`src/rtl/apb4_master_bridge_if.sv`:
```
// Request/response port plus APB4 initiator bus for apb4_master_bridge.
// master: bridge view; slave: requester + APB4 target view.
interface apb4_master_bridge_if #(
  parameter int ADDR_WIDTH = 32,
  parameter int DATA_WIDTH = 32
);
  logic                  req_valid_i;
  logic                  req_ready_o;
  logic [ADDR_WIDTH-1:0] req_addr_i;
  logic                  req_we_i;
  logic [DATA_WIDTH-1:0] req_wdata_i;
  logic [3:0]            req_wstrb_i;
  logic [2:0]            req_prot_i;
  logic                  rsp_valid_o;
  logic                  rsp_ready_i;
  logic [DATA_WIDTH-1:0] rsp_rdata_o;
  logic                  rsp_err_o;
  logic                  timeout_o;
  logic [ADDR_WIDTH-1:0] apb_paddr_o;
  logic [2:0]            apb_pprot_o;
  logic                  apb_psel_o;
  logic                  apb_penable_o;
  logic                  apb_pwrite_o;
  logic [DATA_WIDTH-1:0] apb_pwdata_o;
  logic [3:0]            apb_pstrb_o;
  logic [DATA_WIDTH-1:0] apb_prdata_i;
  logic                  apb_pready_i;
  logic                  apb_pslverr_i;

  modport master (
    input  req_valid_i, req_addr_i, req_we_i,
    input  req_wdata_i, req_wstrb_i, req_prot_i,
    input  rsp_ready_i,
    input  apb_prdata_i, apb_pready_i, apb_pslverr_i,
    output req_ready_o,
    output rsp_valid_o, rsp_rdata_o, rsp_err_o,
    output timeout_o,
    output apb_paddr_o, apb_pprot_o, apb_psel_o,
    output apb_penable_o, apb_pwrite_o,
    output apb_pwdata_o, apb_pstrb_o
  );

  modport slave (
    output req_valid_i, req_addr_i, req_we_i,
    output req_wdata_i, req_wstrb_i, req_prot_i,
    output rsp_ready_i,
    output apb_prdata_i, apb_pready_i, apb_pslverr_i,
    input  req_ready_o,
    input  rsp_valid_o, rsp_rdata_o, rsp_err_o,
    input  timeout_o,
    input  apb_paddr_o, apb_pprot_o, apb_psel_o,
    input  apb_penable_o, apb_pwrite_o,
    input  apb_pwdata_o, apb_pstrb_o
  );
endinterface

```
`src/rtl/apb4_master_bridge.sv`:
```
// Valid/ready request port to APB4 initiator, one transfer in flight.
// Define APB4_MST_TIMEOUT_EN to enable the access-phase watchdog.
module apb4_master_bridge #(
  parameter int ADDR_WIDTH     = 32,
  parameter int DATA_WIDTH     = 32,
  parameter int TIMEOUT_CYCLES = 255
) (
  input logic clk_i,
  input logic rst_n_i,
  apb4_master_bridge_if.master bus
);

  if (DATA_WIDTH != 32) begin : g_dw_chk
    $error("apb4_master_bridge: DATA_WIDTH must be 32");
  end
  if (TIMEOUT_CYCLES < 1) begin : g_to_chk
    $error("apb4_master_bridge: TIMEOUT_CYCLES must be >= 1");
  end

  typedef enum logic [1:0] {
    IDLE,
    SETUP,
    ACCESS,
    RESP
  } state_e;

  state_e                state_q, state_d;
  logic [ADDR_WIDTH-1:0] paddr_q, paddr_d;
  logic [2:0]            pprot_q, pprot_d;
  logic                  psel_q, psel_d;
  logic                  penable_q, penable_d;
  logic                  pwrite_q, pwrite_d;
  logic [DATA_WIDTH-1:0] pwdata_q, pwdata_d;
  logic [3:0]            pstrb_q, pstrb_d;
  logic                  rsp_valid_q, rsp_valid_d;
  logic [DATA_WIDTH-1:0] rsp_rdata_q, rsp_rdata_d;
  logic                  rsp_err_q, rsp_err_d;
  logic                  timeout_q, timeout_d;

`ifdef APB4_MST_TIMEOUT_EN
  localparam int CLOG = $clog2(TIMEOUT_CYCLES);
  localparam int CW   = (CLOG < 8) ? 8 : CLOG;
  localparam logic [CW-1:0] CNT_LAST = CW'(TIMEOUT_CYCLES - 1);

  logic [CW-1:0] cnt_q, cnt_d;
`endif

  // Next-state and registered-output logic of the transfer FSM
  always_comb begin
    state_d     = state_q;
    paddr_d     = paddr_q;
    pprot_d     = pprot_q;
    psel_d      = psel_q;
    penable_d   = penable_q;
    pwrite_d    = pwrite_q;
    pwdata_d    = pwdata_q;
    pstrb_d     = pstrb_q;
    rsp_valid_d = rsp_valid_q;
    rsp_rdata_d = rsp_rdata_q;
    rsp_err_d   = rsp_err_q;
    timeout_d   = 1'b0;
`ifdef APB4_MST_TIMEOUT_EN
    cnt_d       = cnt_q;
`endif
    unique case (state_q)
      IDLE: begin
        if (bus.req_valid_i) begin
          paddr_d   = bus.req_addr_i;
          pprot_d   = bus.req_prot_i;
          pwrite_d  = bus.req_we_i;
          pwdata_d  = bus.req_wdata_i;
          pstrb_d   = bus.req_we_i ? bus.req_wstrb_i : 4'b0000;
          psel_d    = 1'b1;
          penable_d = 1'b0;
          state_d   = SETUP;
        end
      end
      SETUP: begin
        penable_d = 1'b1;
        state_d   = ACCESS;
`ifdef APB4_MST_TIMEOUT_EN
        cnt_d     = '0;
`endif
      end
      ACCESS: begin
        if (bus.apb_pready_i) begin
          rsp_rdata_d = pwrite_q ? '0 : bus.apb_prdata_i;
          rsp_err_d   = bus.apb_pslverr_i;
          rsp_valid_d = 1'b1;
          psel_d      = 1'b0;
          penable_d   = 1'b0;
          state_d     = RESP;
        end
`ifdef APB4_MST_TIMEOUT_EN
        else if (cnt_q == CNT_LAST) begin
          rsp_rdata_d = '0;
          rsp_err_d   = 1'b1;
          rsp_valid_d = 1'b1;
          timeout_d   = 1'b1;
          psel_d      = 1'b0;
          penable_d   = 1'b0;
          state_d     = RESP;
        end else begin
          cnt_d = cnt_q + 1'b1;
        end
`endif
      end
      RESP: begin
        if (bus.rsp_ready_i) begin
          rsp_valid_d = 1'b0;
          state_d     = IDLE;
        end
      end
      default: state_d = IDLE;
    endcase
  end

  // State and output registers with synchronous active-low reset
  always_ff @(posedge clk_i) begin
    if (!rst_n_i) begin
      state_q     <= IDLE;
      paddr_q     <= '0;
      pprot_q     <= '0;
      psel_q      <= 1'b0;
      penable_q   <= 1'b0;
      pwrite_q    <= 1'b0;
      pwdata_q    <= '0;
      pstrb_q     <= '0;
      rsp_valid_q <= 1'b0;
      rsp_rdata_q <= '0;
      rsp_err_q   <= 1'b0;
      timeout_q   <= 1'b0;
    end else begin
      state_q     <= state_d;
      paddr_q     <= paddr_d;
      pprot_q     <= pprot_d;
      psel_q      <= psel_d;
      penable_q   <= penable_d;
      pwrite_q    <= pwrite_d;
      pwdata_q    <= pwdata_d;
      pstrb_q     <= pstrb_d;
      rsp_valid_q <= rsp_valid_d;
      rsp_rdata_q <= rsp_rdata_d;
      rsp_err_q   <= rsp_err_d;
      timeout_q   <= timeout_d;
    end
  end

`ifdef APB4_MST_TIMEOUT_EN
  // Watchdog counter of access-phase wait cycles
  always_ff @(posedge clk_i) begin
    if (!rst_n_i) cnt_q <= '0;
    else          cnt_q <= cnt_d;
  end
`endif

  assign bus.req_ready_o   = (state_q == IDLE);
  assign bus.apb_paddr_o   = paddr_q;
  assign bus.apb_pprot_o   = pprot_q;
  assign bus.apb_psel_o    = psel_q;
  assign bus.apb_penable_o = penable_q;
  assign bus.apb_pwrite_o  = pwrite_q;
  assign bus.apb_pwdata_o  = pwdata_q;
  assign bus.apb_pstrb_o   = pstrb_q;
  assign bus.rsp_valid_o   = rsp_valid_q;
  assign bus.rsp_rdata_o   = rsp_rdata_q;
  assign bus.rsp_err_o     = rsp_err_q;
  assign bus.timeout_o     = timeout_q;

endmodule

```
`src/flat_wrapper.sv`:
```
// flat-port wrapper written by rule: the top's interface ports become plain ports
module apb4_master_bridge_flat 
#(
  parameter int ADDR_WIDTH     = 32,
  parameter int DATA_WIDTH     = 32,
  parameter int TIMEOUT_CYCLES = 255
)
  (clk_i, rst_n_i, bus_req_valid_i, bus_req_addr_i, bus_req_we_i, bus_req_wdata_i, bus_req_wstrb_i, bus_req_prot_i, bus_rsp_ready_i, bus_apb_prdata_i, bus_apb_pready_i, bus_apb_pslverr_i, bus_req_ready_o, bus_rsp_valid_o, bus_rsp_rdata_o, bus_rsp_err_o, bus_timeout_o, bus_apb_paddr_o, bus_apb_pprot_o, bus_apb_psel_o, bus_apb_penable_o, bus_apb_pwrite_o, bus_apb_pwdata_o, bus_apb_pstrb_o);
  apb4_master_bridge_if #(.ADDR_WIDTH(ADDR_WIDTH), .DATA_WIDTH(DATA_WIDTH)) bus_i ();
  input logic clk_i;
  input logic rst_n_i;
  input wire logic [$bits(bus_i.req_valid_i)-1:0] bus_req_valid_i;
  input wire logic [$bits(bus_i.req_addr_i)-1:0] bus_req_addr_i;
  input wire logic [$bits(bus_i.req_we_i)-1:0] bus_req_we_i;
  input wire logic [$bits(bus_i.req_wdata_i)-1:0] bus_req_wdata_i;
  input wire logic [$bits(bus_i.req_wstrb_i)-1:0] bus_req_wstrb_i;
  input wire logic [$bits(bus_i.req_prot_i)-1:0] bus_req_prot_i;
  input wire logic [$bits(bus_i.rsp_ready_i)-1:0] bus_rsp_ready_i;
  input wire logic [$bits(bus_i.apb_prdata_i)-1:0] bus_apb_prdata_i;
  input wire logic [$bits(bus_i.apb_pready_i)-1:0] bus_apb_pready_i;
  input wire logic [$bits(bus_i.apb_pslverr_i)-1:0] bus_apb_pslverr_i;
  output wire logic [$bits(bus_i.req_ready_o)-1:0] bus_req_ready_o;
  output wire logic [$bits(bus_i.rsp_valid_o)-1:0] bus_rsp_valid_o;
  output wire logic [$bits(bus_i.rsp_rdata_o)-1:0] bus_rsp_rdata_o;
  output wire logic [$bits(bus_i.rsp_err_o)-1:0] bus_rsp_err_o;
  output wire logic [$bits(bus_i.timeout_o)-1:0] bus_timeout_o;
  output wire logic [$bits(bus_i.apb_paddr_o)-1:0] bus_apb_paddr_o;
  output wire logic [$bits(bus_i.apb_pprot_o)-1:0] bus_apb_pprot_o;
  output wire logic [$bits(bus_i.apb_psel_o)-1:0] bus_apb_psel_o;
  output wire logic [$bits(bus_i.apb_penable_o)-1:0] bus_apb_penable_o;
  output wire logic [$bits(bus_i.apb_pwrite_o)-1:0] bus_apb_pwrite_o;
  output wire logic [$bits(bus_i.apb_pwdata_o)-1:0] bus_apb_pwdata_o;
  output wire logic [$bits(bus_i.apb_pstrb_o)-1:0] bus_apb_pstrb_o;
  assign bus_i.req_valid_i = bus_req_valid_i;
  assign bus_i.req_addr_i = bus_req_addr_i;
  assign bus_i.req_we_i = bus_req_we_i;
  assign bus_i.req_wdata_i = bus_req_wdata_i;
  assign bus_i.req_wstrb_i = bus_req_wstrb_i;
  assign bus_i.req_prot_i = bus_req_prot_i;
  assign bus_i.rsp_ready_i = bus_rsp_ready_i;
  assign bus_i.apb_prdata_i = bus_apb_prdata_i;
  assign bus_i.apb_pready_i = bus_apb_pready_i;
  assign bus_i.apb_pslverr_i = bus_apb_pslverr_i;
  assign bus_req_ready_o = bus_i.req_ready_o;
  assign bus_rsp_valid_o = bus_i.rsp_valid_o;
  assign bus_rsp_rdata_o = bus_i.rsp_rdata_o;
  assign bus_rsp_err_o = bus_i.rsp_err_o;
  assign bus_timeout_o = bus_i.timeout_o;
  assign bus_apb_paddr_o = bus_i.apb_paddr_o;
  assign bus_apb_pprot_o = bus_i.apb_pprot_o;
  assign bus_apb_psel_o = bus_i.apb_psel_o;
  assign bus_apb_penable_o = bus_i.apb_penable_o;
  assign bus_apb_pwrite_o = bus_i.apb_pwrite_o;
  assign bus_apb_pwdata_o = bus_i.apb_pwdata_o;
  assign bus_apb_pstrb_o = bus_i.apb_pstrb_o;
  apb4_master_bridge #(.ADDR_WIDTH(ADDR_WIDTH), .DATA_WIDTH(DATA_WIDTH), .TIMEOUT_CYCLES(TIMEOUT_CYCLES)) u_core (.clk_i(clk_i), .rst_n_i(rst_n_i), .bus(bus_i));
endmodule
```
`config.mk`:
```
export PLATFORM = sky130hd
export DESIGN_NAME = apb4_master_bridge_flat
export DESIGN_NICKNAME = d
export VERILOG_FILES = /design/src/rtl/apb4_master_bridge_if.sv /design/src/rtl/apb4_master_bridge.sv /design/src/flat_wrapper.sv
export SDC_FILE = /design/constraint.sdc
export NUM_CORES = 1
export LEC_CHECK = 0
export ABC_AREA = 1
export BUFFER_PORTS_ARGS = -buffer_cell sky130_fd_sc_hd__buf_2
export CAP_MARGIN = 25
export CORE_UTILIZATION = 30
export CTS_CLUSTER_SIZE = 16
export DETAILED_ROUTE_END_ITERATION = 8
export PLACE_DENSITY_LB_ADDON = 0.08
export SETUP_SLACK_MARGIN = 0.05
export SLEW_MARGIN = 25
export SYNTH_ARGS = -nofsm -noshare
export SYNTH_HDL_FRONTEND = slang
export SYNTH_SLANG_ARGS = --single-unit
```
`constraint.sdc`:
```
create_clock -name clk_i -period 1.7 [get_ports clk_i]
set_clock_uncertainty 0.15 [all_clocks]
set_input_delay 0.34 -clock clk_i [delete_from_list [all_inputs] [get_ports clk_i]]
set_output_delay 0.34 -clock clk_i [all_outputs]
set_load 0.1 [all_outputs]
```
### Word level (Yosys, flattened, before mapping)

Cells that the tools add are included.

* register bits after elaboration: 110
* input port bits: 110
* output and inout port bits: 110

* eq/ne operators: 6
* muxes and demuxes: 14
* reductions and logical operators: 10

Operators with widths (number)
* 2-to-1 mux 32 bit: 1
* AND reduction 3 bit: 4
* case mux 2 bit (4 select lines): 1
* 2-to-1 mux 2 bit: 3
* inequality test 2 bit, second input constant: 3
* 2-to-1 mux 1 bit: 5
* equality test 2 bit, second input constant: 2
* 2-to-1 mux 4 bit: 1
* case mux 1 bit (2 select lines): 2
* AND reduction 2 bit: 2
* nonzero test 2 bit: 2
* case mux 1 bit (3 select lines): 1
* nonzero test 3 bit: 1
* equality test 2 x 1 -> 1 bit, second input constant: 1
* zero test 2 bit: 1

### Logic depth before layout (Yosys ltp)

* word-level depth: 3
* depth in mapped cells: 8
* depth with buffers taken out: 8

### Worst setup path before layout

No wires, ideal clock.

* kind: register -> register
* start point: reg u_core.state_q[0]
* end point: reg u_core.psel_q, in the netlist u_core.bus.apb_psel_o
* arrival: 1.680 ns
* data required time: 1.430 ns
* slack: -0.250 ns
* cell stages (with the launch flop): 8
* period minus slack after synthesis: 1.950 ns
* cells stage by stage: dfxtp_1 -> inv_1 -> ha_1 -> inv_1 -> nand2_1 -> nand3_1 -> nand2_1 -> a21oi_1

* word-level cells in the longest chain between the ends: 3
* elaborated cells on any way between the ends: 7
* those cells by class: eq/ne (3); mux (1); reduce/logical (3)

Ends and longest elaborated chain
* start: declaration: line apb4_master_bridge.sv:27 `state_e state_q, state_d;`
* start signal: assignment: line apb4_master_bridge.sv:134 `state_q <= state_d;`
* zero test 2 bit *
* net bus_req_ready_o: line flat_wrapper.sv:22 `output wire logic [$bits(bus_i.req_ready_o)-1:0] bus_req_ready_o;`
* inequality test 2 bit (no source line) / nonzero test 2 bit (equally long branches)
* AND reduction 3 bit (no source line)
* end signal: assignment: line apb4_master_bridge.sv:137 `psel_q <= psel_d;`
* end: declaration: line apb4_master_bridge.sv:30 `logic psel_q, psel_d;`

The timed path passes the listed nets; every way through them passes the cells marked *.
A chain may end at the register's enable or synchronous reset.

### Final worst setup path

* start point: reg u_core.state_q[1]
* end point: out bus_req_ready_o

* word-level cells in the longest chain between the ends: 1

Ends and longest elaborated chain
* zero test 2 bit: line apb4_master_bridge.sv:157 `assign bus.req_ready_o = (state_q == IDLE);`
* end: declaration: line flat_wrapper.sv:22

Every way passes these cells.

==> reports/metrics.cfg <==
[sta]
slew_viol_final = 0
hold_viol = 0
finalSetupViolCount = 0
whs_ps = 87.3
fin_crit_sh_pct = 95.2
max_freq_mhz = 618
setup_tns_ps = 0
rsz0062_at_grt = yes
post-route-min-period_ps = 1620

[power_and_ir_drop]
p_leak_uw = 0.00271
p_int_uw = 5800
switching_power_uw = 6870
swShare_pct = 54.2
p_per_area_nw_per_um2 = 2220
pwr-share-clk_pct = 18.0
p_seq_share_pct = 27.3
combPwrFrac_pct = 54.8
vdd_drop_max_uv = 1030

[worst_setup_path]
r2r_start = u_core.state_q[1]
timing.rr.end = u_core.bus.apb_pwrite_o
worstPathRequired_ps = 1210
cp_top_family = flip-flops
crit_buf_inv = 2
crit_arrival_ps = 1130
worst_path_largest_cell_delay_ps = 340
critPathCaptureType = output port
critPathKind = flip-flop to output port
rr_worst_depth = 7
start_kind = flip-flop
reg2reg_slack_ps = 180
path_cells = inv_2 > ha_4 > buf_12
crit_fanout = 4
cpMaxStageDelayCell = dfxtp_2

[die]
core_area_sq_um = 12800
io_pins = 220
initial_utilization_pct = 31.2
die_height_um = 117
dieArea_sq_um = 13800
rows = 41
fp.dieW_um = 117

[route]
drt_iter0_drc = 143
dr.pass1.iters = 4
route.detailed.drc = 0
via_count = 4030
wl_per_cell_um = 12.8
wl_um = 11500
ant_nets = 0
viasPerCell = 4.50

[logic_synthesis]
synth-xor-area-share_pct = 0
yosysWarnings = 0
synth_fa_ha_area_share_pct = 1.56
ys_seq_area_share_pct = 55.1
ys_ff_latch = 110
syn_nets = 628
synth-simple-area-share_pct = 23.7
synth_compound_area_share_pct = 13.5
synth_cells = 513
synth_top_family_by_area = simple AND/OR/NAND/NOR gates
muxShareOfSynthArea_pct = 0
yosys.area.top_type = dfxtp_1
synth_area_sq_um = 4000
avgSynthCellArea_sq_um = 7.80
ys_types = 18
synth.top_cells.by_area = dfxtp_1 (55%), nor2_1 (14%), o21ai_0 (8.5%)
synth_top_area_share_pct = 55.1

[grt]
grt_pass1_wl_um = 18500
grtUsageTotal_pct = 16.7
grt_pass1_vias = 3783
grt_max_degree = 45
antenna_found_initial = 2
overflow = 0

[hold_path]
holdPathStages = 3
hold_path_startpoint = bus_req_prot_i[2]
hold_path_end = u_core.bus.apb_pprot_o[2]
hold_path.class = input pin to flip-flop

[cts]
clockRootBuffer = clkbuf_16
htree_levels = 3
cts_buffers = 9
clk_path_buf_depth = 2
cts_sinks = 110
ctsHoldBuffers = 0
path_clk_slew_ps = 70
cts_tree = done
clk_latency_ps = 350

[finish]
final_layout_size_suffix_gt1_share_pct = 35.3
post-route-util_pct = 44.5
final_area_sq_um = 5710
layout_common_cells = buf_2 (184), nor2_1 (144), dfxtp_1 (107)
fin_cells = 896
layout.nets = 833
area_delta_synth_final_pct = 42.7
layout_commonest_cell = buf_2

[status]
status = finished, final reports clean

[placement]
io_buffers = 218
gp_congestion = 0.786
dpl_cell_area_sq_um = 5270
place_hpwl_um = 8120
dpl.cell_count = 878

[run]
maxCapViolations = 0

[power groups by stage]
stage	Combinational [uW]	Clock [uW]	Sequential (uW)
finish	6940	2280	3460
global route	7330	2470	3530
CTS	6880	2370	3450
detailed placement	6850	0	3500
global placement	6810	0	3470
floorplan	1700	0	7460
[synthesized netlist by cell type]
library cell,count
nand2_2,2
buf_6,3
a21oi_1,38
conb_1,1
buf_4,5
ha_1,5
clkbuf_1,17
o21a_1,1
clkinv_2,1
dfxtp_1,110
clkinv_1,1
nand3_1,37
buf_1,2
nand2_1,56
nor2_1,144
o21ai_0,68
buf_2,9
inv_1,13
[registers in the layout, indices dropped and copies added, names as in the netlist]
signal and cells:
u_core.bus.apb_paddr_o 32, u_core.bus.apb_penable_o 1, u_core.bus.apb_pprot_o 3, u_core.bus.apb_psel_o 1, u_core.bus.apb_pstrb_o 4, u_core.bus.apb_pwdata_o 32
u_core.bus.apb_pwrite_o 1, u_core.bus.rsp_err_o 1, u_core.bus.rsp_rdata_o 32, u_core.bus.rsp_valid_o 1, u_core.state_q 2
[cell type report]
| class | count | area, sq um |
|---|---|---|
| Tap cell | 172 | 215 |
| Clock inverter | 6 | 83.8 |
| Clock buffer | 10 | 239 |
| Multi-Input combinational cell | 352 | 1570 |
| Antenna cell | 1 | 2.50 |
| Sequential cell | 110 | 2210 |
| Timing Repair Buffer | 230 | 1340 |
| Fill cell | 1343 | 7120 |
| Inverter | 15 | 60.1 |
[metrics by stage]
stage               worst slack, ps  power [uW]
finish                         80.8       12700
global route                   28.5       13300
CTS                            50.1       12700
detailed placement             90.7       10300
global placement                127       10300
floorplan                      82.5        9160
[metal layers]
metal | share of wire, % | up-vias | global-route usage (%) | wire (um)
met5 | 0.070 | - | 0 | 8
met4 | 2.2 | 2 | 7.85 | 248
met3 | 8.6 | 18 | 5.67 | 983
met2 | 46 | 153 | 27.3 | 5300
met1 | 43 | 1804 | 19.7 | 4920
li1 | - | 2053 | - | -
[cell families after synthesis]
family | Yosys count
adders and majority gates | 5
buffers and inverters | 51
and+or+nand+nor | 239
DFF | 110
other | 1
AOI/OAI and AO/OA | 107
[tightest hold or removal path: cells and delay by family]
kind	cells	cell delay (ps)
AOI/OAI and AO/OA	1	70
buffers and inverters	1	70
and+or+nand+nor	1	70
[how the worst max path moves through the flow]
stage | cells past startpoint | start | slack (ps) | to
after detailed placement | 7 | u_core.state_q[0] | 90 | u_core.bus.apb_pwrite_o
after floorplan | 7 | u_core.state_q[0] | 80 | u_core.bus.apb_psel_o
after global placement | 7 | u_core.state_q[0] | 130 | u_core.bus.apb_pwrite_o
after CTS | 1 | u_core.bus.apb_paddr_o[3] | 50 | bus_apb_paddr_o[3]
final | 3 | u_core.state_q[1] | 80 | bus_req_ready_o
after global routing | 3 | u_core.state_q[1] | 30 | bus_req_ready_o
[repair_timing]
item                                   in CTS  in global routing
gates resized for setup                     5                 36
setup buffers                               0                  1
endpoints found under the hold margin       0                  0
pin swaps                                   1                  1
setup endpoints to repair                   1                 38
(Power assumes the default switching activity.)
